[src/rtl/guitar_input_conditioner_pkg.sv]
// Shared constants for the guitar input conditioner: debounce defaults,
// lane count, event-FSM encoding and the saturating drop counter helper.
package guitar_input_conditioner_pkg;

  localparam int DEFAULT_DEBOUNCE_CYCLES = 500000;
  localparam int DEFAULT_CNT_W           = 20;
  localparam int LANES                   = 4;
  localparam int DROP_W                  = 8;

  typedef enum logic {
    IDLE = 1'b0,
    PEND = 1'b1
  } evt_state_t;

  function automatic logic [DROP_W-1:0] sat_inc(input logic [DROP_W-1:0] v);
    return (v == {DROP_W{1'b1}}) ? v : v + DROP_W'(1);
  endfunction

endpackage

[src/rtl/guitar_input_conditioner_debounce_bit.sv]
// One contact: 2-flop synchronizer followed by a counter-based debouncer.
// settle is high on the cycle the stable value is about to flip.
module debounce_bit
  import guitar_input_conditioner_pkg::*;
#(
  parameter int DEBOUNCE_CYCLES = DEFAULT_DEBOUNCE_CYCLES,
  parameter int CNT_W           = DEFAULT_CNT_W
)(
  input  logic clock,
  input  logic reset,
  input  logic raw,
  output logic stable,
  output logic settle
);

  localparam logic [CNT_W-1:0] LAST = CNT_W'(DEBOUNCE_CYCLES - 1);

  logic             sync_p0, sync_p1;
  logic [CNT_W-1:0] cnt, cnt_next;

  // A mismatch must persist for DEBOUNCE_CYCLES consecutive samples to flip.
  always_comb begin
    settle   = 1'b0;
    cnt_next = '0;
    if (sync_p1 != stable) begin
      if (cnt == LAST) settle   = 1'b1;
      else             cnt_next = cnt + CNT_W'(1);
    end
  end

  always_ff @(posedge clock) begin
    if (reset) begin
      sync_p0 <= 1'b0;
      sync_p1 <= 1'b0;
      stable  <= 1'b0;
      cnt     <= '0;
    end else begin
      sync_p0 <= raw;
      sync_p1 <= sync_p0;
      stable  <= stable ^ settle;
      cnt     <= cnt_next;
    end
  end

endmodule

[src/rtl/guitar_input_conditioner.sv]
// Debounces the strum bar and four fret lanes, latches the fret chord on each
// debounced strum rise, and holds it as a pending event until acknowledged.
module guitar_input_conditioner
  import guitar_input_conditioner_pkg::*;
#(
  parameter int DEBOUNCE_CYCLES = DEFAULT_DEBOUNCE_CYCLES,
  parameter int CNT_W           = DEFAULT_CNT_W
)(
  input  logic              clock,
  input  logic              reset,
  input  logic              strum_raw,
  input  logic [LANES-1:0]  frets_raw,
  input  logic              strum_ack,
  output logic              new_strum,
  output logic              old_strum,
  output logic [LANES-1:0]  buttons,
  output logic              strum_valid,
  output logic [DROP_W-1:0] drop_count
);

  logic              strum_settle, strum_rise;
  logic [LANES-1:0]  fret_stable, fret_settle, fret_next;
  evt_state_t        state, state_next;
  logic [LANES-1:0]  buttons_next;
  logic [DROP_W-1:0] drop_next;

  debounce_bit #(.DEBOUNCE_CYCLES(DEBOUNCE_CYCLES), .CNT_W(CNT_W)) u_strum (
    .clock  (clock),
    .reset  (reset),
    .raw    (strum_raw),
    .stable (new_strum),
    .settle (strum_settle)
  );

  for (genvar i = 0; i < LANES; i++) begin : g_fret
    debounce_bit #(.DEBOUNCE_CYCLES(DEBOUNCE_CYCLES), .CNT_W(CNT_W)) u_fret (
      .clock  (clock),
      .reset  (reset),
      .raw    (frets_raw[i]),
      .stable (fret_stable[i]),
      .settle (fret_settle[i])
    );
  end

  // Edge taken from the settle pulse so the event lands on the same clock that
  // new_strum rises; the chord is sampled from the frets' next stable values.
  assign fret_next  = fret_stable ^ fret_settle;
  assign strum_rise = strum_settle & ~new_strum;

  always_comb begin
    state_next   = state;
    buttons_next = buttons;
    drop_next    = drop_count;
    unique case (state)
      IDLE: begin
        if (strum_rise) begin
          state_next   = PEND;
          buttons_next = fret_next;
        end
      end
      PEND: begin
        if (strum_rise && strum_ack) begin
          buttons_next = fret_next;
        end else if (strum_rise) begin
          drop_next = sat_inc(drop_count);
        end else if (strum_ack) begin
          state_next = IDLE;
        end
      end
      default: state_next = IDLE;
    endcase
  end

  always_ff @(posedge clock) begin
    if (reset) begin
      state      <= IDLE;
      old_strum  <= 1'b0;
      buttons    <= '0;
      drop_count <= '0;
    end else begin
      state      <= state_next;
      old_strum  <= new_strum;
      buttons    <= buttons_next;
      drop_count <= drop_next;
    end
  end

  assign strum_valid = (state == PEND);

endmodule

[config.mk]
export PLATFORM = sky130hd
export DESIGN_NAME = guitar_input_conditioner
export DESIGN_NICKNAME = d
export VERILOG_FILES = /design/src/rtl/guitar_input_conditioner_pkg.sv /design/src/rtl/guitar_input_conditioner_debounce_bit.sv /design/src/rtl/guitar_input_conditioner.sv
export SDC_FILE = /design/constraint.sdc
export NUM_CORES = 1
export LEC_CHECK = 0
export ABC_AREA = 1
export BUFFER_PORTS_ARGS = -buffer_cell sky130_fd_sc_hd__buf_4
export CAP_MARGIN = 10
export CORE_AREA = 2 2 128 93
export CTS_CLUSTER_SIZE = 12
export DETAILED_ROUTE_END_ITERATION = 8
export DIE_AREA = 0 0 130 95
export PLACE_DENSITY = 0.74
export SLEW_MARGIN = 20
export SYNTH_ARGS = -nofsm -noshare
export SYNTH_HDL_FRONTEND = slang
export SYNTH_SLANG_ARGS = --single-unit
[constraint.sdc]
create_clock -name clock -period 1.66 [get_ports clock]
set_input_delay 0.083 -clock clock [delete_from_list [all_inputs] [get_ports clock]]
set_output_delay 0.083 -clock clock [all_outputs]
set_load 0.02 [all_outputs]
Yosys cells after proc, flatten, opt, wreduce, memory -nomap -nowiden. Cells that the tools add are included. W data, S select, Z words.

Muxes and demuxes: 18. Shift operators: 0. Reductions and logical operators: 8. Eq/ne operators: 13. Bitwise logic cells: 16. $lt $le $gt $ge: 0. Multipliers: 0. Divide/modulo/power cells: 0. Add/subtract/negate cells: 6.

Operators with widths (number): $add A20 B1 Y20 const B (5); $eq A20 B19 Y1 const B (5); $reduce_or A3 Y1 (5); $mux W1 (14); $not A1 Y1 (9); $add A8 B1 Y8 const B (1); $eq A8 B8 Y1 const B (1); $mux W4 (2); $pmux W4 S2 (1); $ne A1 B1 Y1 (5); $xor A1 B1 Y1 (5); $reduce_and A4 Y1 (1); $xor A4 B4 Y4 (1); $ne A2 B1 Y1 const B (1); $ne A2 B2 Y1 const B (1); $pmux W1 S2 (1); $reduce_and A2 Y1 (1); $and A1 B1 Y1 (1); $logic_and A1 B1 Y1 (1).

Register bits after elaboration: 129. Bits in read-only memories: 0. Word-level logic and storage cells: 85. Bits in writable memories: 0. Output and inout port bits: 15. Latch bits: 0. Bits of input ports: 8. Memories: 0.

Longest topological paths before layout.
Depth after elaboration: 7. Gate-level depth with buffers: 12. Mapped depth without buffers: 11.

Cells and area by module. From an unflattened synthesis, not the netlist that was laid out.

Cell total of the unflattened synthesis: 1134. Area total of the unflattened synthesis: 7365.8 µm².

Modules (own cells, without submodules): debounce_bit (sequential area each 460.4 µm², cells an instance 208, area an instance 1331.3 µm², instances 5); guitar_input_conditioner (sequential area each 280.3 µm², cells an instance 94, area an instance 709.4 µm², instances 1).

Worst setup path before layout. No wires, ideal clock.

Path kind: register -> register. From: reg u_strum.cnt[0]. To: reg drop_count[2]. Slack: 0.033 ns. Library setup time: 0.115 ns. Arrival time: 1.512 ns. Period minus slack after synthesis: 1.627 ns. Path buffers: 1. Stages on the path, launching flop included: 12. Required time: 1.545 ns. Cell sequence: dfxtp_1 ha_1 nand2_2 nor2_2 nand3_2 nor2_8 nand4_2 nand2_2 inv_2 buf_6 a21oi_1 nor2_1.

Word-level cells in the longest chain between the ends: 7.

Ends and longest elaborated chain: from (decl) (RTL line guitar_input_conditioner_debounce_bit.sv:19) `logic [CNT_W-1:0] cnt, cnt_next;`; from (signal assigned) (RTL line guitar_input_conditioner_debounce_bit.sv:41) `cnt <= cnt_next;`; $eq A20 B19 Y1 (*) (RTL line guitar_input_conditioner_debounce_bit.sv:26) `if (cnt == LAST) settle = 1'b1;`; $mux W1 (*) (RTL line guitar_input_conditioner_debounce_bit.sv:26); $mux W1 (*) (RTL line guitar_input_conditioner_debounce_bit.sv:25) `if (sync_p1 != stable) begin`; $and A1 B1 Y1 (*) (RTL line guitar_input_conditioner.sv:48) `assign strum_rise = strum_settle & ~new_strum;`; $logic_and A1 B1 Y1 (RTL line guitar_input_conditioner.sv:62) `if (strum_rise && strum_ack) begin`; $not A1 Y1 (no line); $reduce_and A4 Y1 (no line) (*); to (signal assigned) (RTL line guitar_input_conditioner.sv:84) `drop_count <= drop_next;`; to (decl) (RTL line guitar_input_conditioner.sv:18) `output logic [DROP_W-1:0] drop_count`.

Mark *: on every way between the ends. The rest lies on a longest branch, timed or not. A chain may end at the register's enable or synchronous reset.

Final worst setup path.
From: reg u_strum.cnt[0]. To: reg drop_count[7].

The elaborated chain is that of the path after synthesis.

==> results.toml <==
[outcome]
status = "finished, violations left"
violations = "setup timing"

[placement]
preCtsSetupSlack_ns = -0.160
dp_hpwl_um = 8920
place_congestion = 0.839
io_buffers = 22

[routing]
wl_um = 14100
ant_nets = 0
first_pass_iters = 5
avgViaCountPerCell = 5.16
drcViolationCount = 0
wl_per_cell_um = 12.7
drt_iter0_drc = 491
num_vias = 5712

[finish]
nFillCells = 863
nNetsFinal = 951
antennaDiodeCount = 0
drive_gt1_frac = 0.261
syn_to_final_growth_pct = 32.1

[clocking]
root_buffer = "clkbuf_16"
cts_tree = "yes"
htreeDepth = 4
clockBufferDepth = 2
numCtsBuffers = 17
clk-insertion-delay-late_ns = 0.41
cts.clk_slew.worst_paths_ns = 0.05
cts.sinks = 129

[run]
drv_cap = 0

[global_routing]
overflow = 0
grt_pass1_wl_um = 21200
grt_use_total = 0.215
grt_pass1_vias = 4745
grt_start_max_net_pins = 24
antenna_found_initial = 0

[sta]
slew_viol_final = 0
rsz0062_at_grt = "true"
fin_crit_sh = 1.03
slew_headroom = 0.682
setup_slack_ns = -0.0487
tns_ns = -0.136
clock_skew_ns = 0.00611
setup_viol = 4
max_freq_mhz = 585
fin_crit_ns = 1.71
hold_viol = 0
worstMarginPinSlew_ns = 0.477
hold_ws_ns = 0.00956

[logic_synthesis]
synthCells = 833
synthTopCellsByArea = "dfxtp_1 43%, nor2_1 9.1%, nand2_1 8.5%, inv_1 7.2%, a21oi_1 4.2%"
synth_nets = 847
synth.avg_cell_area_um2 = 7.22
synthDistinctLibCells = 37
ys_seq_area_frac = 0.430
yosysTopAreaCellShare = 0.430
syn-cell-area_um2 = 6010
yosysTopAreaCell = "dfxtp_1"
synth-seq-cells = 129
ys_warn_count = 0

[power]
p_leak_nw = 2.98
peakVddDrop_mv = 0.774
powerDensity_nw_per_um2 = 845

[floorplanning]
fp-row-count = 33
core_area_um2 = 11300
die_area_um2 = 12400
start_util = 0.533
ioPinCount = 23
fp.dieW_um = 130
fp.dieH_um = 95

[worst_setup_path]
crit_path_top_delay_cell = "dfxtp_2"
cp.required_ns = 1.96
critPathLaunchType = "flop"
critical_path_class = "flop to flop"
crit_path_max_incr_delay_ns = 0.36
critPathArrivalTime_ns = 2.01
crit_chain = "ha_4 -> nand2_4 -> nor2_4 -> nand3_4 -> nor2_8 -> nand4_4 -> nor2_2 -> nand3_2 -> nand2_1 -> nor2_1"
cp_max_fo = 5
reg2reg_slack_ns = -0.05
critPathCaptureType = "flop"

[min_path]
holdCritPathClass = "input pin to flop"
-- cell usage in the layout (no fill, tap or decap), drive strengths merged --
cell type and instances:
clkinv 5, and3 1, nor4 8, a31oi 4
dfxtp 129, or2 6, o21ai 21, nor3 41
inv 121, nand3 51, bufinv 1, nand2 142
nor2 159, clkbuf 25, buf 93, o21bai 3
a21oi 52, dlygate4sd3 6, a211oi 4, xnor2 7
ha 6, nand4 27, nor3b 14, o31ai 1
xor2 16, o21a 6
-- metrics by stage --
step                power [W]  area (µm²)  cells   util
floorplan             0.00325        6010    833      -
global placement      0.00329        6760   1057  0.600
detailed placement    0.00329        6760   1057  0.600
CTS                   0.00675        7450   1096  0.661
global route          0.00691        7940   1106  0.705
finish                0.00672        7940   1106  0.705
-- layer usage --
layer  track usage  wire length [µm]  up-vias
met5             0                 0        -
met4        0.0789               224        0
met3        0.0476               643       29
met2         0.323              6350      161
met1         0.304              6860     2613
li1              -                 -     2909
-- Yosys cell counts --
library cell and n:
nor2_1 145, nand2_1 136, dfxtp_1 129, inv_1 116
a21oi_1 51, nand3_1 44, nor3_1 40, nand4_1 25
o21ai_0 19, xor2_1 16, nor3b_1 13, buf_2 9
nor4_1 8, nand3_2 7, nor2_2 7, xnor2_1 7
ha_1 6, nand2_2 6, nor2_4 6, o21a_1 6
or2_2 6, inv_2 5, a211oi_1 4, a31oi_1 4
clkbuf_1 3, o21bai_1 3, o21ai_1 2, a21oi_2 1
and3_1 1, buf_6 1, clkbuf_8 1, nand4_2 1
nand4_4 1, nor2_8 1, nor3_2 1, nor3b_2 1
o31ai_1 1
-- cell type report --
cell class | count | area, µm² | share of cell area
Timing Repair Buffer | 99 | 798 | 0.100
Inverter | 121 | 459 | 0.0578
Multi-Input combinational cell | 569 | 3340 | 0.420
Tap cell | 157 | 196 | 0.0247
Sequential cell | 129 | 2600 | 0.327
Clock inverter | 6 | 55.1 | 0.00693
Clock buffer | 25 | 495 | 0.0624
-- flip-flops by register name, summed over array words and instances (netlist names), 4 cells and up, named ones only --
signal                 cells
buttons                    4
drop_count                 8
g_fret.u_fret.cnt         80
g_fret.u_fret.stable       4
g_fret.u_fret.sync_p0      4
g_fret.u_fret.sync_p1      4
u_strum.cnt               20
-- power breakdown --
| group | internal [W] | switching, W | total, W |
|---|---|---|---|
| logic | 0.0000592 | 0.0000703 | 0.000129 |
| clock network | 0.00219 | 0.00127 | 0.00346 |
| registers | 0.00311 | 0.00000830 | 0.00312 |
-- critical path, delay by kind of cell, from the launching register on --
kind / cells / cell delay [ns]
fa+ha+maj: 1 / 0.16
flops: 1 / 0.36
simple gates: 9 / 1.08
-- final timing paths --
path / endpoint / from / cells after the start
worst min-delay path: g_fret[3].u_fret.sync_p0$_SDFF_PP0_ / reset / 2
worst max register to register: drop_count[7]$_SDFFE_PP0P_ / u_strum.cnt[0]$_SDFF_PP0_ / 10
worst min register to register: g_fret[2].u_fret.sync_p1$_SDFF_PP0_ / g_fret[2].u_fret.sync_p0$_SDFF_PP0_ / 2
worst max-delay path: drop_count[7]$_SDFFE_PP0P_ / u_strum.cnt[0]$_SDFF_PP0_ / 10
-- cells by family after synthesis --
logic type	after synthesis	share of synthesized area
and+or+nand+nor	449	0.352
AOI/OAI and AO/OA	91	0.0830
adders and majority gates	6	0.0125
DFF	129	0.430
buffers and inverters	135	0.0891
xor gates and xnor gates	23	0.0335
-- timing repair --
| action | 4_1_cts | 5_1_grt |
|---|---|---|
| endpoints found under the setup margin | 45 | 94 |
| hold buffers | 6 | 0 |
| pin swaps | 3 | 36 |
| resized for setup | 17 | 110 |
| setup buffers | 2 | 10 |
| endpoints found under the hold margin | 6 | 0 |
(Power assumes the default switching activity.)
